<file path="config.mk">
export PLATFORM = sky130hd
export DESIGN_NAME = vend_sequencer
export DESIGN_NICKNAME = d
export VERILOG_FILES = /design/src/rtl/vend_sequencer.sv
export SDC_FILE = /design/constraint.sdc
export NUM_CORES = 1
export LEC_CHECK = 0
export BUFFER_PORTS_ARGS = -buffer_cell sky130_fd_sc_hd__buf_2
export CAP_MARGIN = 10
export CORE_AREA = 2 2 99 101
export CTS_CLUSTER_DIAMETER = 40
export DETAILED_ROUTE_END_ITERATION = 16
export DIE_AREA = 0 0 101 103
export PLACE_DENSITY_LB_ADDON = 0.1
export RECOVER_POWER = 50
export SETUP_SLACK_MARGIN = 0.4
export SKIP_LAST_GASP = 1
export SYNTH_ARGS = -nofsm -noshare
export SYNTH_HDL_FRONTEND = slang
export SYNTH_SLANG_ARGS = --single-unit
</file>
<file path="constraint.sdc">
create_clock -name clk -period 8.2 [get_ports clk]
set_input_delay 0.41 -clock clk [delete_from_list [all_inputs] [get_ports clk]]
set_output_delay 0.41 -clock clk [all_outputs]
set_load 0.01 [all_outputs]
</file>
<file path="src/rtl/vend_sequencer.sv">
// vend_sequencer -- central controller for the vending datapath.
//
// Detects rising edges on the debounced coin/button levels, keeps a binary
// credit register and sequences IDLE -> CREDIT -> READY -> VEND -> CHANGE,
// returning change one nickel at a time with a fixed gap between pulses.
//
// Ports:
//   clk          system clock
//   rst          synchronous, active-high reset
//   dime         debounced dime level
//   nickel       debounced nickel level
//   dispense_btn debounced dispense request level
//   cancel_btn   debounced cancel/refund request level
//   credit_bcd   {4'h0, 4'h0, tens, ones} of the current credit
//   locked_led   high while READY
//   dispense_led high while VEND
//   change       one-cycle pulse, each returns 5 cents
//   coin_reject  one-cycle pulse when a coin edge is refused
//   busy         high in VEND or CHANGE
//
// Optional feature: define VEND_REFUND_TIMEOUT_EN to auto-refund the credit
// after TIMEOUT_CYCLES of inactivity in CREDIT or READY.
module vend_sequencer #(
  parameter int unsigned PRICE           = 25,
  parameter int unsigned CREDIT_MAX      = 95,
  parameter int unsigned DISPENSE_CYCLES = 100000000,
  parameter int unsigned CHANGE_GAP      = 25000000,
  parameter int unsigned TIMEOUT_CYCLES  = 1000000000
) (
  input  logic        clk,
  input  logic        rst,
  input  logic        dime,
  input  logic        nickel,
  input  logic        dispense_btn,
  input  logic        cancel_btn,
  output logic [15:0] credit_bcd,
  output logic        locked_led,
  output logic        dispense_led,
  output logic        change,
  output logic        coin_reject,
  output logic        busy
);

  if ((PRICE % 5) != 0 || PRICE < 5 || PRICE > CREDIT_MAX ||
      (CREDIT_MAX % 5) != 0 || CREDIT_MAX > 95 ||
      DISPENSE_CYCLES < 1 || CHANGE_GAP < 2 || TIMEOUT_CYCLES < 2) begin : g_param_check
    $error("vend_sequencer: illegal parameter combination");
  end

  localparam logic [6:0]  PRICE7    = 7'(PRICE);
  localparam logic [7:0]  PRICE8    = 8'(PRICE);
  localparam logic [7:0]  MAX8      = 8'(CREDIT_MAX);
  localparam logic [31:0] DISP_LAST = 32'(DISPENSE_CYCLES - 1);
  localparam logic [31:0] GAP_LOAD  = 32'(CHANGE_GAP - 1);

  typedef enum logic [2:0] {
    IDLE   = 3'd0,
    CREDIT = 3'd1,
    READY  = 3'd2,
    VEND   = 3'd3,
    CHANGE = 3'd4
  } state_t;

  state_t      state, state_next;
  logic [6:0]  credit, credit_next;
  logic [31:0] vend_cnt, vend_cnt_next;
  logic [31:0] gap_cnt, gap_cnt_next;
  logic        coin_reject_next;

  // Bit order {dime, nickel, dispense_btn, cancel_btn}. The input is first
  // registered into samp, and the edge is taken between samp and prev, so an
  // event sampled at one edge is acted on at the following edge.
  logic [3:0] samp, prev, ev;
  logic       dime_ev, nickel_ev, dispense_ev, cancel_ev, coin_ev;

  logic [6:0] coin_val;
  logic [7:0] coin_sum;

`ifdef VEND_REFUND_TIMEOUT_EN
  localparam logic [31:0] TO_LAST = 32'(TIMEOUT_CYCLES - 1);
  logic [31:0] inact_cnt, inact_cnt_next;
`endif

  assign ev          = samp & ~prev;
  assign dime_ev     = ev[3];
  assign nickel_ev   = ev[2];
  assign dispense_ev = ev[1];
  assign cancel_ev   = ev[0];
  assign coin_ev     = dime_ev | nickel_ev;

  assign credit_bcd   = {8'h00, 4'(credit / 7'd10), 4'(credit % 7'd10)};
  assign locked_led   = (state == READY);
  assign dispense_led = (state == VEND);
  assign busy         = (state == VEND) || (state == CHANGE);

  always_ff @(posedge clk) begin
    if (rst) begin
      state       <= IDLE;
      credit      <= '0;
      vend_cnt    <= '0;
      gap_cnt     <= '0;
      coin_reject <= 1'b0;
      samp        <= '1;
      prev        <= '1;
`ifdef VEND_REFUND_TIMEOUT_EN
      inact_cnt   <= '0;
`endif
    end else begin
      state       <= state_next;
      credit      <= credit_next;
      vend_cnt    <= vend_cnt_next;
      gap_cnt     <= gap_cnt_next;
      coin_reject <= coin_reject_next;
      samp        <= {dime, nickel, dispense_btn, cancel_btn};
      prev        <= samp;
`ifdef VEND_REFUND_TIMEOUT_EN
      inact_cnt   <= inact_cnt_next;
`endif
    end
  end

  always_comb begin
    state_next       = state;
    credit_next      = credit;
    vend_cnt_next    = '0;
    gap_cnt_next     = '0;
    coin_reject_next = 1'b0;
    change           = 1'b0;
    coin_val         = dime_ev ? 7'd10 : 7'd5;
    coin_sum         = {1'b0, credit} + {1'b0, coin_val};
`ifdef VEND_REFUND_TIMEOUT_EN
    inact_cnt_next   = '0;
`endif

    case (state)
      IDLE, CREDIT: begin
        // Simultaneous coins: the dime is considered, the nickel is dropped.
        if (dime_ev && nickel_ev) coin_reject_next = 1'b1;
        if (coin_ev) begin
          if (coin_sum > MAX8) begin
            coin_reject_next = 1'b1;
          end else begin
            credit_next = coin_sum[6:0];
            state_next  = (coin_sum >= PRICE8) ? READY : CREDIT;
          end
        end
        // Cancel refunds everything held, including a coin landing this cycle.
        if (state == CREDIT && cancel_ev) state_next = CHANGE;
      end

      READY: begin
        if (coin_ev) coin_reject_next = 1'b1;
        if (dispense_ev) begin
          credit_next = credit - PRICE7;
          state_next  = VEND;
        end else if (cancel_ev) begin
          state_next = CHANGE;
        end
      end

      VEND: begin
        if (coin_ev) coin_reject_next = 1'b1;
        if (vend_cnt == DISP_LAST) state_next = CHANGE;
        else                       vend_cnt_next = vend_cnt + 32'd1;
      end

      CHANGE: begin
        if (coin_ev) coin_reject_next = 1'b1;
        if (credit == '0) begin
          state_next = IDLE;
        end else if (gap_cnt == '0) begin
          change       = 1'b1;
          credit_next  = credit - 7'd5;
          gap_cnt_next = GAP_LOAD;
        end else begin
          gap_cnt_next = gap_cnt - 32'd1;
        end
      end

      default: begin
        state_next  = IDLE;
        credit_next = '0;
      end
    endcase

`ifdef VEND_REFUND_TIMEOUT_EN
    // Only overrides state_next when no event occurred, so it never races
    // the normal coin/button handling above.
    if (state == CREDIT || state == READY) begin
      if (coin_ev || dispense_ev || cancel_ev) inact_cnt_next = '0;
      else if (inact_cnt == TO_LAST)          state_next = CHANGE;
      else                                    inact_cnt_next = inact_cnt + 32'd1;
    end
`endif
  end

endmodule

</file>
==> results of run 1 <==
[worst paths after layout]
| check | from | endpoint | slack [ps] | depth (start not counted) |
|---|---|---|---|---|
| min reg2reg | samp[0]$_SDFF_PP1_ | prev[0]$_SDFF_PP1_ | 440 | 1 |
| max reg2reg | gap_cnt[12]$_SDFF_PP0_ | gap_cnt[31]$_SDFF_PP0_ | 5250 | 6 |
| min | nickel | samp[2]$_SDFF_PP1_ | 240 | 2 |
| max | credit[5]$_SDFFE_PP0P_ | credit_bcd[2] | 4790 | 9 |
[stage by stage]
step,area [µm²],utilization (%)
detailed placement,4654,49.21
CTS,4866,51.44
global placement,4654,49.21
floorplan,4583,-
finish,4833,51.10
global route,4833,51.10
[area by class of cell]
type / count / share of cell area (%)
multi-input combinational: 425 / 55.50
sequential: 83 / 34.38
tap: 114 / 2.951
clock buffer: 9 / 2.563
clock inverter: 7 / 1.812
timing repair buffer: 18 / 1.631
inverter: 15 / 1.165
[power breakdown]
group | internal (mW) | total (mW) | leakage, nW | switching (mW)
clock | 0.145 | 0.308 | 0.0988 | 0.163
combinational | 0.0386 | 0.0896 | 1.23 | 0.0510
sequential | 0.408 | 0.418 | 0.671 | 0.0106
[routing by layer]
layer / vias to the layer above / share of wire, % / GRT usage (%)
li1: 1921 / - / -
met1: 1770 / 49 / 25.34
met2: 73 / 45 / 29.95
met3: 13 / 3.7 / 2.847
met4: 0 / 1.5 / 6.133
met5: - / 0 / 0
[logic make-up (layout without fill, tap and decap cells)]
logic type / count (synthesis) / count (layout) / share of synthesized area [%]
multiplexers: 4 / 4 / 0.9061
adder cells (fa/ha/maj): 14 / 14 / 4.009
AO/OA/AOI/OAI: 96 / 96 / 14.11
other: 1 / 8 / 0.08229
flip-flops: 83 / 83 / 36.46
AND/OR/NAND/NOR: 242 / 242 / 27.92
XOR/XNOR: 61 / 61 / 11.72
buffers and inverters: 47 / 49 / 4.777
[flip-flops by register name, indices dropped and copies added (netlist names)]
name         flops
state            3
prev             4
gap_cnt         32
samp             4
coin_reject      1
credit           7
vend_cnt        32
[Yosys cell counts, types with 11 or more instances]
library cell	count	area share [%]
xnor2_1	29	5.6
clkbuf_1	17	1.4
xor2_1	32	6.2
nor2b_1	11	1.5
nand2_1	32	2.6
ha_1	13	3.6
nor3_1	20	2.2
or2_2	11	1.5
dfxtp_1	83	36
inv_1	14	1.2
nand3_1	21	2.3
o21ai_0	13	1.4
a21oi_1	33	3.6
nor2_1	77	6.3
==> reports/results.txt, run 1 <==
Run status -> finished clean
Site Rows -> 36
Share of cells above drive strength 1 -> 7.899%
WP buf/inv -> 2
Fmax achieved -> 292.9 MHz
Syn Area/Cell -> 8.315 µm²
CP arrival -> 3000 ps
Commonest non-fill, non-tap cell in the layout -> dfxtp_1
Die Ht -> 103 µm
Number of max-cap violations -> 0
Register area share after synthesis -> 36.46%
Largest net degree at the start of global routing -> 33
Maximum VDD drop -> 0.00007947 V
Max-slew violations -> 0
DRT antenna net count -> 0
Fill cells -> 907
Clk root buf -> clkbuf_8
Cell Area, Synth -> 0.004557 mm²
Crit path max-delay family -> compound AO/OA/AOI/OAI gates
Most frequent cells in the layout -> dfxtp_1, nor2_1, a21oi_1
Cts hold-fix bufs -> 0
Leakage dissipation -> 1.999 nW
Syn Inst Count -> 548
Fin. Hold Viols -> 0
DRC viols -> 0
Clock Latency Late Sink -> 360 ps
Vias in the first global route -> 3393
GRT Total Usage -> 18.49%
WL per Instance -> 13.99 µm
Post-CTS Setup Bufs -> 0
Core Region -> 0.009459 mm²
Tot Pwr -> 816.5 µW
Post-synth cell types -> 60
Starting density of the core -> 48.17%
Final worst-path cycle share -> 41.64%
Htree depth -> 3
# setup viols final -> 0
Initial DRC Count -> 179
RePlAce Congestion -> 0.8774
Post-synth EDFFs -> 0
PnR worst setup slack -> 4785 ps
# nets final -> 572
Multi-input logic area -> 0.002683 mm²
Die area -> 0.01040 mm²
CP Max Fanout -> 20
Rel. slew slack -> 28.58%
Pwr dens -> 168.9 mW/mm²
Setup TNS -> 0 ps
Post_cts resized -> 0
Crit start category -> register
Clock-pin transition on the worst setup and hold timing paths -> 90 ps
Initial antenna violation count -> 0
Seq cells post-synth -> 83
Post-Layout Cell Count -> 671
N_diodes -> 0
Post-synth ARST share -> 0%
Dominant synthesized flop cell -> dfxtp_1
Hold Crit Class -> in -> reg
CTS tree -> yes
Synth Warn # -> 0
Critical-path cell list -> nand2_1, a211o_1, o211a_1, xnor2_1, ha_1, inv_1, a21boi_0, mux2i_1, buf_2
CP endpoint kind -> output port
Unrepaired setup endpoints after global routing -> no
Slowest CP cell -> dfxtp_1
Clock tree buffer depth -> 2
Gr ovfl total -> 0
Vias -> 3777
Pre-CTS setup slack -> 5164 ps
Hold WS -> 235.5 ps
Drt pass-1 iters -> 5
Min Tclk post-route -> 3415 ps
Critical Path RT -> 7790 ps
First-pass GRT wire length -> 15740 µm
Worst Setup Path Type -> reg -> out
Slowest Stage Delay on Critical Path -> 760 ps
# IOs -> 27
CTS Sinks -> 83
Die width -> 101 µm
FF/Latch Area -> 0.001662 mm²
Via density -> 5.629
Placed insts -> 655
CTS buffer count -> 9
Slew @ Worst Pin -> 1071 ps
Hpwl dp -> 6686 µm
Port bufs -> 18
Setup Skew -> 20.50 ps
Layout area overhead -> 6.068%
Overall routed net length -> 9387 µm
No activity file was read; power rests on OpenSTA's default activity.
==> run 2, diff against run 1 <==
- clock period: 8.2 -> 3.1 ns (I/O delays scaled with it)
==> run 2 against run 1 <==
Compared with the run above: first-iteration DRC count rose by 2.8%; non-clock buffer count rose by 13; critical path type is now reg -> reg; worst hold slack got worse by 20 ps; critical endpoint is now credit[3]$_SDFFE_PP0P_; global-route usage rose by 0.37 points.
==> reports/results.txt, run 2 (synthesis gave the netlist of run 1 again) <==
Run status -> finished clean
Htree depth -> 3 (unchanged)
Number of max-cap violations -> 0 (unchanged)
Leakage dissipation -> 2.112 nW (+5.6%)
CP endpoint kind -> register
Worst r2r dst -> credit[3]$_SDFFE_PP0P_
Fmax achieved -> 378.7 MHz
Site Rows -> 36 (unchanged)
CP Max Fanout -> 5 (-75%)
Clk root buf -> clkbuf_8
Largest net degree at the start of global routing -> 33 (unchanged)
DRT antenna net count -> 0 (unchanged)
Fin. Hold Viols -> 0 (unchanged)
Fill cells -> 916 (+0.99%)
Port bufs -> 18 (unchanged)
Tot Pwr -> 2.156 mW (+160%)
CP arrival -> 2910 ps (-90 ps)
Commonest non-fill, non-tap cell in the layout -> dfxtp_1
Min Tclk post-route -> 2641 ps
Core Region -> 0.009459 mm² (unchanged)
CTS buffer count -> 9 (unchanged)
Multi-input logic area -> 0.002770 mm² (+3.3%)
Clock-pin transition on the worst setup and hold timing paths -> 90 ps (about the same)
Layout area overhead -> 10.38%
# setup viols final -> 0 (unchanged)
DRC viols -> 0 (unchanged)
Share of cells above drive strength 1 -> 13.33% (+5.4 points)
Clock tree buffer depth -> 2 (unchanged)
Die width -> 101 µm (unchanged)
CTS Sinks -> 83 (unchanged)
Die area -> 0.01040 mm² (unchanged)
CTS tree -> yes
Worst Setup Path Type -> reg -> reg
Vias -> 3753 (-0.64%)
# IOs -> 27 (unchanged)
Setup TNS -> 0 ps (unchanged)
WHS Endpoint -> credit[6]$_SDFFE_PP0P_
WL per Instance -> 13.80 µm (-1.3%)
Vias in the first global route -> 3417 (+0.71%)
Crit path max-delay family -> simple AND/OR/NAND/NOR gates
Hold path depth -> 2 (unchanged)
Gr ovfl total -> 0 (unchanged)
Max-slew violations -> 0 (unchanged)
Unrepaired setup endpoints after global routing -> yes
Critical-path cell list -> ha_2, fa_2, nand3_1, or4b_2, mux2_2, a21oi_1, nor3_1, a211oi_1
Initial antenna violation count -> 0 (unchanged)
Clock Latency Late Sink -> 350 ps (about the same)
Hold Crit Class -> in -> reg
WP buf/inv -> 0 (-2)
Dpl cell area -> 0.004707 mm² (+1.1%)
Starting density of the core -> 48.17% (unchanged)
Overall routed net length -> 9440 µm (+0.56%)
Pwr dens -> 428.7 mW/mm² (+150%)
RePlAce Congestion -> 0.8185 (-6.7%)
First-pass GRT wire length -> 16040 µm (+1.9%)
Rel. slew slack -> 45.23% (+17 points)
Fin util -> 53.17% (+2.1 points)
Fin area -> 0.005030 mm² (+4.1%)
Setup Skew -> 14.83 ps (-5.677 ps)
R2R cell count -> 8 (+2)
FF/Latch Area -> 0.001673 mm² (+0.68%)
Maximum VDD drop -> 0.0002015 V (+150%)
HP Start -> rst
Most frequent cells in the layout -> dfxtp_1, nor2_1, a21oi_1
Final worst-path cycle share -> 85.18%
Slowest CP cell -> or4b_2
Reg-to-reg startpoint -> credit[0]$_SDFFE_PP0P_
N_diodes -> 0 (unchanged)
Slowest Stage Delay on Critical Path -> 660 ps (-100 ps)
Slew @ Worst Pin -> 814.1 ps (-257.2 ps)
Hpwl dp -> 6714 µm (+0.43%)
GRT Total Usage -> 18.86% (+0.37 points)
Critical Path RT -> 3370 ps (-4420 ps)
Die Ht -> 103 µm (unchanged)
Initial DRC Count -> 184 (+2.8%)
Top Registers -> gap_cnt: 32 flops, vend_cnt: 32 flops, credit: 7 flops
Crit start category -> register
Via density -> 5.487 (-2.5%)
# nets final -> 585 (+2.3%)
Drt pass-1 iters -> 5 (unchanged)
R2R setup slack -> 460 ps (-4790 ps)
==> run 2: changes by cell type in the layout (fill, tap and decap cells not counted), moves of 2 or more <==
cell	before	now
ha_1	13	10
dfxtp_1	83	78
dfxtp_2	0	3
dfxtp_4	0	2
ha_2	0	3
dlygate4sd3_1	0	4
nand2b_4	0	2
clkbuf_1	9	5
buf_2	9	15
buf_4	0	7
==> run 2: stage by stage <==
step / setup WS (ps) / instances / hold WS, ps
finish: 459.3 / 684 / 215.9
global route: 189.8 / 684 / 228.3
CTS: 412.8 / 682 / 206.8
detailed placement: 335.8 / 662 / 341.6
global placement: 399.7 / 662 / 341.3
floorplan: 444.3 / 555 / 258.8
==> run 2: repair_timing <==
action	CTS	global route
hold endpoints to repair	4	0
buffers inserted	0	2
endpoints found under the setup margin	9	25
resized for setup	8	20
hold buffers	4	0
pin swaps	0	0
==> run 2: worst max-delay path by stage <==
stage	from	end	slack, ps	depth (start not counted)
floorplan	prev[3]$_SDFF_PP1_	credit[2]$_SDFFE_PP0P_	440	10
global placement	prev[3]$_SDFF_PP1_	credit[2]$_SDFFE_PP0P_	400	9
detailed placement	prev[3]$_SDFF_PP1_	credit[1]$_SDFFE_PP0P_	340	9
CTS	prev[3]$_SDFF_PP1_	credit[1]$_SDFFE_PP0P_	410	9
global route	credit[0]$_SDFFE_PP0P_	gap_cnt[31]$_SDFF_PP0_	190	8
finish	credit[0]$_SDFFE_PP0P_	credit[3]$_SDFFE_PP0P_	460	8
==> run 2: layout make-up <==
class | instances | area share [%]
clock inverters | 7 | 1.542
inverters | 15 | 1.119
flip-flops and latches | 83 | 33.26
repair buffers | 31 | 3.706
clock buffers | 9 | 2.463
multi-input cells | 425 | 55.07
well taps | 114 | 2.836
==> run 2: layer usage <==
layer  track usage (%)  up-vias  wire, µm  part of all wire (%)
met5                 0        -         0                     0
met4             6.133        0       109                   1.2
met3             2.780       12       239                   2.5
met2             29.59       50      4179                    44
met1             26.78     1751      4911                    52
li1                  -     1940         -                     -
==> run 2: power by group <==
part           switching (mW)  internal (mW)
registers              0.0206           1.08
logic                   0.152          0.125
clock network           0.402          0.378
total                   0.575           1.58
==> run 2: worst reg2reg max path, stage by stage, from the launching register on <==
cell,delay (ps)
dfxtp_1,430
ha_2,230
fa_2,230
nand3_1,130
or4b_2,660
mux2_2,340
a21oi_1,250
nor3_1,100
a211oi_1,200
